## config.mk

```make
export PLATFORM = sky130hd
export DESIGN_NAME = digit_match_sequencer
export DESIGN_NICKNAME = d
export VERILOG_FILES = /design/src/rtl/digit_pkg.sv /design/src/rtl/pixel_abs_diff.sv /design/src/rtl/digit_match_sequencer.sv
export SDC_FILE = /design/constraint.sdc
export NUM_CORES = 1
export LEC_CHECK = 0
export BUFFER_PORTS_ARGS = -buffer_cell sky130_fd_sc_hd__buf_4
export CAP_MARGIN = 0
export CORE_AREA = 2 2 104 106
export DETAILED_ROUTE_END_ITERATION = 16
export DIE_AREA = 0 0 106 108
export SETUP_SLACK_MARGIN = 0.02
export SLEW_MARGIN = 15
export SYNTH_ARGS = -nofsm -noshare
export SYNTH_HDL_FRONTEND = slang
export SYNTH_HIERARCHICAL = 1
export SYNTH_SLANG_ARGS = --single-unit
```

## constraint.sdc

```tcl
create_clock -name clk -period 3.9 [get_ports clk]
set_clock_uncertainty 0.2 [all_clocks]
set_input_delay 0.195 -clock clk [delete_from_list [all_inputs] [get_ports clk]]
set_output_delay 0.195 -clock clk [all_outputs]
set_load 0.005 [all_outputs]
```

## src/rtl/digit_pkg.sv

```systemverilog
// Shared constants and FSM state type for the 11x11 digit recogniser.
// Template ROM address layout is {tmpl_idx, pix_idx}.
package digit_pkg;

   localparam int SIDE   = 11;
   localparam int N_PIX  = SIDE * SIDE;
   localparam int N_TMPL = 10;
   localparam int PIX_W  = 8;
   localparam int ACC_W  = 15;
   localparam int PIX_AW = 7;
   localparam int TMPL_W = 4;
   localparam int TADR_W = TMPL_W + PIX_AW;

   typedef enum logic [2:0] {
      IDLE  = 3'd0,
      RUN   = 3'd1,
      DRAIN = 3'd2,
      CMP   = 3'd3,
      DONE  = 3'd4
   } state_e;

endpackage

```

## src/rtl/pixel_abs_diff.sv

```systemverilog
// Combinational unsigned absolute difference of two pixels.
module pixel_abs_diff
   import digit_pkg::*;
(
   input  logic [PIX_W-1:0] a,
   input  logic [PIX_W-1:0] b,
   output logic [PIX_W-1:0] diff
);

   assign diff = (a >= b) ? (a - b) : (b - a);

endmodule

```

## src/rtl/digit_match_sequencer.sv

```systemverilog
// Sweeps the 10 digit templates through one shared difference engine, sums
// the 121 pixel differences per template and reports the lowest-scoring digit.
module digit_match_sequencer
   import digit_pkg::*;
(
   input  logic              clk,
   input  logic              rst_n,
   input  logic              start,
   input  logic              abort,
   output logic [PIX_AW-1:0] pix_addr,
   input  logic [PIX_W-1:0]  pix_data,
   output logic [TADR_W-1:0] tmpl_addr,
   input  logic [PIX_W-1:0]  tmpl_data,
   output logic              busy,
   output logic              result_valid,
   output logic [TMPL_W-1:0] digit,
   output logic [ACC_W-1:0]  best_score
);

   localparam logic [PIX_AW-1:0] LAST_PIX  = PIX_AW'(N_PIX - 1);
   localparam logic [TMPL_W-1:0] LAST_TMPL = TMPL_W'(N_TMPL - 1);

   state_e              state, state_n;
   logic [TMPL_W-1:0]   t, t_n;
   logic [PIX_AW-1:0]   pix_idx, pix_idx_n;
   logic                rd_vld, rd_vld_n;
   logic [ACC_W-1:0]    acc, acc_n;
   logic [ACC_W-1:0]    best, best_n;
   logic [TMPL_W-1:0]   best_idx, best_idx_n;
   logic                busy_n, result_valid_n;
   logic [TMPL_W-1:0]   digit_n;
   logic [ACC_W-1:0]    best_score_n;
   logic [PIX_W-1:0]    diff;

   pixel_abs_diff u_abs_diff (
      .a    (pix_data),
      .b    (tmpl_data),
      .diff (diff)
   );

   // Addresses are only driven while issuing reads; elsewhere they rest at 0.
   assign pix_addr  = (state == RUN) ? pix_idx : '0;
   assign tmpl_addr = (state == RUN) ? {t, pix_idx} : '0;

   always_ff @(posedge clk or negedge rst_n) begin
      if (!rst_n) begin
         state        <= IDLE;
         t            <= '0;
         pix_idx      <= '0;
         rd_vld       <= 1'b0;
         acc          <= '0;
         best         <= '0;
         best_idx     <= '0;
         busy         <= 1'b0;
         result_valid <= 1'b0;
         digit        <= '0;
         best_score   <= '0;
      end else begin
         state        <= state_n;
         t            <= t_n;
         pix_idx      <= pix_idx_n;
         rd_vld       <= rd_vld_n;
         acc          <= acc_n;
         best         <= best_n;
         best_idx     <= best_idx_n;
         busy         <= busy_n;
         result_valid <= result_valid_n;
         digit        <= digit_n;
         best_score   <= best_score_n;
      end
   end

   always_comb begin
      state_n        = state;
      t_n            = t;
      pix_idx_n      = pix_idx;
      rd_vld_n       = (state == RUN);
      acc_n          = acc;
      best_n         = best;
      best_idx_n     = best_idx;
      busy_n         = busy;
      result_valid_n = 1'b0;
      digit_n        = digit;
      best_score_n   = best_score;

      // Read data arrives one cycle after its address, so rd_vld trails RUN.
      if (rd_vld) begin
         acc_n = acc + ACC_W'(diff);
      end

      unique case (state)
         IDLE: begin
            if (start) begin
               state_n    = RUN;
               t_n        = '0;
               pix_idx_n  = '0;
               acc_n      = '0;
               best_n     = '1;
               best_idx_n = '0;
               busy_n     = 1'b1;
            end
         end
         RUN: begin
            if (pix_idx == LAST_PIX) begin
               pix_idx_n = '0;
               state_n   = DRAIN;
            end else begin
               pix_idx_n = pix_idx + PIX_AW'(1);
            end
         end
         DRAIN: begin
            state_n = CMP;
         end
         CMP: begin
            // Strict compare keeps the lower template index on a tie.
            if (acc < best) begin
               best_n     = acc;
               best_idx_n = t;
            end
            acc_n = '0;
            if (t == LAST_TMPL) begin
               state_n = DONE;
            end else begin
               t_n       = t + TMPL_W'(1);
               pix_idx_n = '0;
               state_n   = RUN;
            end
         end
         DONE: begin
            digit_n        = best_idx;
            best_score_n   = best;
            result_valid_n = 1'b1;
            busy_n         = 1'b0;
            state_n        = IDLE;
         end
         default: begin
            state_n = IDLE;
         end
      endcase

      // Abort overrides everything, including a start in the same cycle.
      if (abort) begin
         state_n        = IDLE;
         rd_vld_n       = 1'b0;
         busy_n         = 1'b0;
         result_valid_n = 1'b0;
         digit_n        = digit;
         best_score_n   = best_score;
      end
   end

endmodule
```

==> impl_metrics.tcl <==
set metrics [dict create \
    status "complete, no violations" \
    placed_cells_incl_taps 642 \
    critical_path.cell_chain "buf_4, inv_1, ha_1, a21oi_1, o211ai_1, a221oi_4, mux2i_1, xnor2_1, ha_1, o21ai_0, o21bai_1, a21oi_1, or4b_2, o311ai_0" \
    grt.overflow.total 0 \
    maxClockFrequency_mhz 292.9 \
    filler_cell_count 931 \
    post_synth.cell_area_avg_um2 9.815 \
    critical_path_buf_inv_count 2 \
    finalHoldViolations 0 \
    unrepaired_setup_endpoints_after_global_routing "false" \
    dieArea_um2 11450 \
    crit_fanout 8 \
    post_synth_edffs 0 \
    synth-async-reset-ratio_pct 100.0 \
    cp.depth 14 \
    placedInstanceArea_um2 5065 \
    grt_start_max_net_pins 71 \
    met2WireLength_um 4157 \
    grt_util_all_layers_pct 16.74 \
    multi_input_area_um2 2479 \
    crit_path_end "acc[5]" \
    vdd_drop_max_mv 0.2305 \
    clk_path_buf_depth 2 \
    io_pins 59 \
    route.met3.wl_um 369 \
    drt-met1-wl_um 4276 \
    antenna_found_initial 0 \
    postRouteWirelength_um 9083 \
    post_cts_repair_timing_setup_buffer_count 0 \
    port-buffer-count 58 \
    core-area_um2 10230 \
    n_antenna_cell 0 \
    worstSkewPairLatency_ns 0.36 \
    die_h_um 108 \
    vias_in_the_first_global_route 3323 \
    crit_family "compound AO/OA/AOI/OAI gates" \
    cp_slowest_cell "sky130_fd_sc_hd__or4b_2" \
    postSynthNetCount 528 \
    vias_per_cell 5.362 \
    sequential_cell_area_um2 1752 \
    yosysUniqueCellTypes 48 \
    clock_sinks 70 \
    delay_of_the_slowest_critical_path_stage_ns 0.61 \
    total_power_mw 2.378 \
    final.setup.tns_ns 0 \
    post-place-ws_ns 0.1243 \
    start_kind "input pin" \
    drc 0 \
    tightestPinTransition_ns 0.8878 \
    worstReg2RegStart "acc[0]" \
    rows 37 \
    post_cts.resized_instances 0 \
    endpoint_kind "flip-flop" \
    tritoncts "done" \
    finalSetupViolations 0 \
    drv_cap 0 \
    critPathLaunch "pix_data[3]" \
    slew_viol_final 0 \
    synth.yosys.warnings 6 \
    routabilityCongestion 0.9201 \
    final_layout_size_suffix_gt1_share_pct 20.80 \
    wire_per_inst_um 13.76 \
    detail_route.iter0.violations 121 \
    cts_root_buffer "sky130_fd_sc_hd__clkbuf_8" \
    1st_pass_router_iterations 4 \
    worst-r2r-setup-slack_ns 1.46 \
    worst_r2r_endpoint "acc[14]" \
    hold_class "in2reg" \
    synth.yosys.seq_area_share_pct 38.46 \
    via_count 3539 \
    finalNetCount 583 \
    r2r_cells 7 \
    clock_slew_seen_by_the_registers_of_the_worst_setup_and_hold_paths_ns 0.07 \
    die_extent_in_x_um 106 \
    synth_seq_cells 70 \
    initial_standard_cell_utilization_of_the_core_pct 44.52 \
    final_design_area_no_fill_um2 5285 \
    grt_pass1_wl_um 15410 \
    total_leakage_power_nw 2.744 \
    area.growth.synth_to_final_pct 16.04 \
    synth_top_flop_cell "sky130_fd_sc_hd__dfrtp_1" \
    min_period_ns 3.415 \
    dpl.hpwl_um 6788 \
    final.period_utilization_pct 87.55 \
    final_cell_count_no_fill 660 \
    antenna_violating_nets_post_route 0 \
    criticalPathCategory "in2reg" \
    highest-signal-layer "met4" \
    synth_cells 464 \
    cts.htree.levels 3 \
    synth_area_um2 4554 \
    cp.arrival_ns 3.45 \
    p_per_area_nw_per_um2 449.9 \
    layout_setup_ws_ns 0.4854 \
    slew_headroom_pct 40.81 \
    critPathRequiredTime_ns 3.94 \
    cts_buffers 9 \
]
-- logic make-up (layout without fill, tap and decap cells) --
family	Yosys count	after routing	synth area share (%)
AND/OR/NAND/NOR	122	122	13.30
AO/OA/AOI/OAI	92	92	13.38
flip-flops	70	70	38.46
buffers and inverters	68	128	7.280
multiplexers	51	51	11.73
adder cells (fa/ha/maj)	44	44	12.58
XOR/XNOR	17	17	3.269
-- synth_stat cells (2+ instances only) --
master | instances | share of area, %
sky130_fd_sc_hd__buf_6 | 4 | 0.99
sky130_fd_sc_hd__and3_1 | 6 | 0.82
sky130_fd_sc_hd__or3_1 | 3 | 0.41
sky130_fd_sc_hd__mux2i_1 | 32 | 7.0
sky130_fd_sc_hd__ha_1 | 41 | 11
sky130_fd_sc_hd__mux2_2 | 19 | 4.7
sky130_fd_sc_hd__a31oi_1 | 10 | 1.4
sky130_fd_sc_hd__o21ai_0 | 24 | 2.6
sky130_fd_sc_hd__nand4_1 | 10 | 1.4
sky130_fd_sc_hd__a21o_2 | 3 | 0.58
sky130_fd_sc_hd__nand2_1 | 20 | 1.6
sky130_fd_sc_hd__and2_1 | 8 | 1.1
sky130_fd_sc_hd__fa_1 | 3 | 1.3
sky130_fd_sc_hd__a21oi_1 | 20 | 2.2
sky130_fd_sc_hd__nor2_1 | 47 | 3.9
sky130_fd_sc_hd__nand3b_1 | 7 | 1.2
sky130_fd_sc_hd__nor3_1 | 2 | 0.22
sky130_fd_sc_hd__dfrtp_1 | 70 | 38
sky130_fd_sc_hd__xnor2_1 | 8 | 1.5
sky130_fd_sc_hd__buf_4 | 8 | 1.3
sky130_fd_sc_hd__xor2_1 | 9 | 1.7
sky130_fd_sc_hd__clkbuf_1 | 11 | 0.91
sky130_fd_sc_hd__o211ai_1 | 3 | 0.49
sky130_fd_sc_hd__a21o_1 | 11 | 1.8
sky130_fd_sc_hd__o31ai_1 | 2 | 0.33
sky130_fd_sc_hd__inv_1 | 43 | 3.5
sky130_fd_sc_hd__a211oi_1 | 9 | 1.5
sky130_fd_sc_hd__nand2b_1 | 3 | 0.41
sky130_fd_sc_hd__nand3_1 | 9 | 0.99
-- power by group --
| part | switching (mW) | internal [mW] |
|---|---|---|
| clock network | 0.283 | 0.313 |
| logic | 0.482 | 0.380 |
| registers | 0.107 | 0.813 |
-- cell usage in the layout (no fill, tap or decap), types with 2 or more instances in the layout --
cell type / count
sky130_fd_sc_hd__a21oi_1: 20
sky130_fd_sc_hd__o211ai_1: 3
sky130_fd_sc_hd__mux2_2: 19
sky130_fd_sc_hd__nand2_1: 20
sky130_fd_sc_hd__and3_1: 6
sky130_fd_sc_hd__nor3_1: 2
sky130_fd_sc_hd__buf_4: 67
sky130_fd_sc_hd__dlygate4sd3_1: 2
sky130_fd_sc_hd__xnor2_1: 8
sky130_fd_sc_hd__or3_1: 3
sky130_fd_sc_hd__o21ai_0: 24
sky130_fd_sc_hd__a211oi_1: 9
sky130_fd_sc_hd__nor2_1: 47
sky130_fd_sc_hd__clkbuf_8: 10
sky130_fd_sc_hd__o31ai_1: 2
sky130_fd_sc_hd__clkinvlp_4: 2
sky130_fd_sc_hd__nand3b_1: 7
sky130_fd_sc_hd__and2_1: 8
sky130_fd_sc_hd__nand2b_1: 3
sky130_fd_sc_hd__a31oi_1: 10
sky130_fd_sc_hd__ha_1: 41
sky130_fd_sc_hd__a21o_1: 11
sky130_fd_sc_hd__dfrtp_1: 70
sky130_fd_sc_hd__mux2i_1: 32
sky130_fd_sc_hd__nand4_1: 10
sky130_fd_sc_hd__inv_1: 43
sky130_fd_sc_hd__fa_1: 3
sky130_fd_sc_hd__xor2_1: 9
sky130_fd_sc_hd__nand3_1: 9
sky130_fd_sc_hd__a21o_2: 3
-- registers in the layout (all words and copies together), names as in the netlist --
signal,flops
result_valid,1
busy,1
state,3
best,15
rd_vld,1
acc,15
pix_idx,7
t,4
digit,4
best_idx,4
best_score,15
-- cell type report --
cell class | instances | area share (%)
sequential | 70 | 33.14
inverter | 43 | 3.054
timing repair buffer | 69 | 9.896
multi-input combinational | 326 | 46.90
clock buffer | 11 | 2.675
tap | 136 | 3.220
clock inverter | 5 | 1.113
-- worst min path at each step --
stage / from / endpoint / cells after the start
detailed placement: rst_n / pix_idx[4] / 1
floorplan: rst_n / acc[0] / 0
global route: start / state[0] / 6
finish: start / state[0] / 6
CTS: start / state[0] / 6
global placement: rst_n / pix_idx[2] / 1
-- stage by stage --
step	utilization, %	hold WS, ns
6_report	51.66	0.1217
4_1_cts	51.66	0.1096
2_1_floorplan	-	-0.3006
5_1_grt	51.66	0.2038
3_5_place_dp	49.50	0.1838
3_3_place_gp	49.50	0.1764
-- worst min-delay path, stage by stage --
cell and delay [ns]:
sky130_fd_sc_hd__buf_4 0.09, sky130_fd_sc_hd__nor2_1 0.03, sky130_fd_sc_hd__a2bb2oi_1 0.12, sky130_fd_sc_hd__nor2_1 0.08
sky130_fd_sc_hd__nor2_1 0.04, sky130_fd_sc_hd__nor2_1 0.07
-- what timing repair did --
item,4_1_cts,5_1_grt
hold buffers,2,0
setup endpoints to repair,0,0
hold endpoints to repair,75,0
-- layer usage --
metal | global-route usage (%) | vias to the layer above
li1 | - | 1739
met1 | 22.54 | 1684
met2 | 26.73 | 95
met3 | 2.833 | 21
met4 | 7.331 | 0
met5 | 0 | -
(Power assumes the default switching activity.)
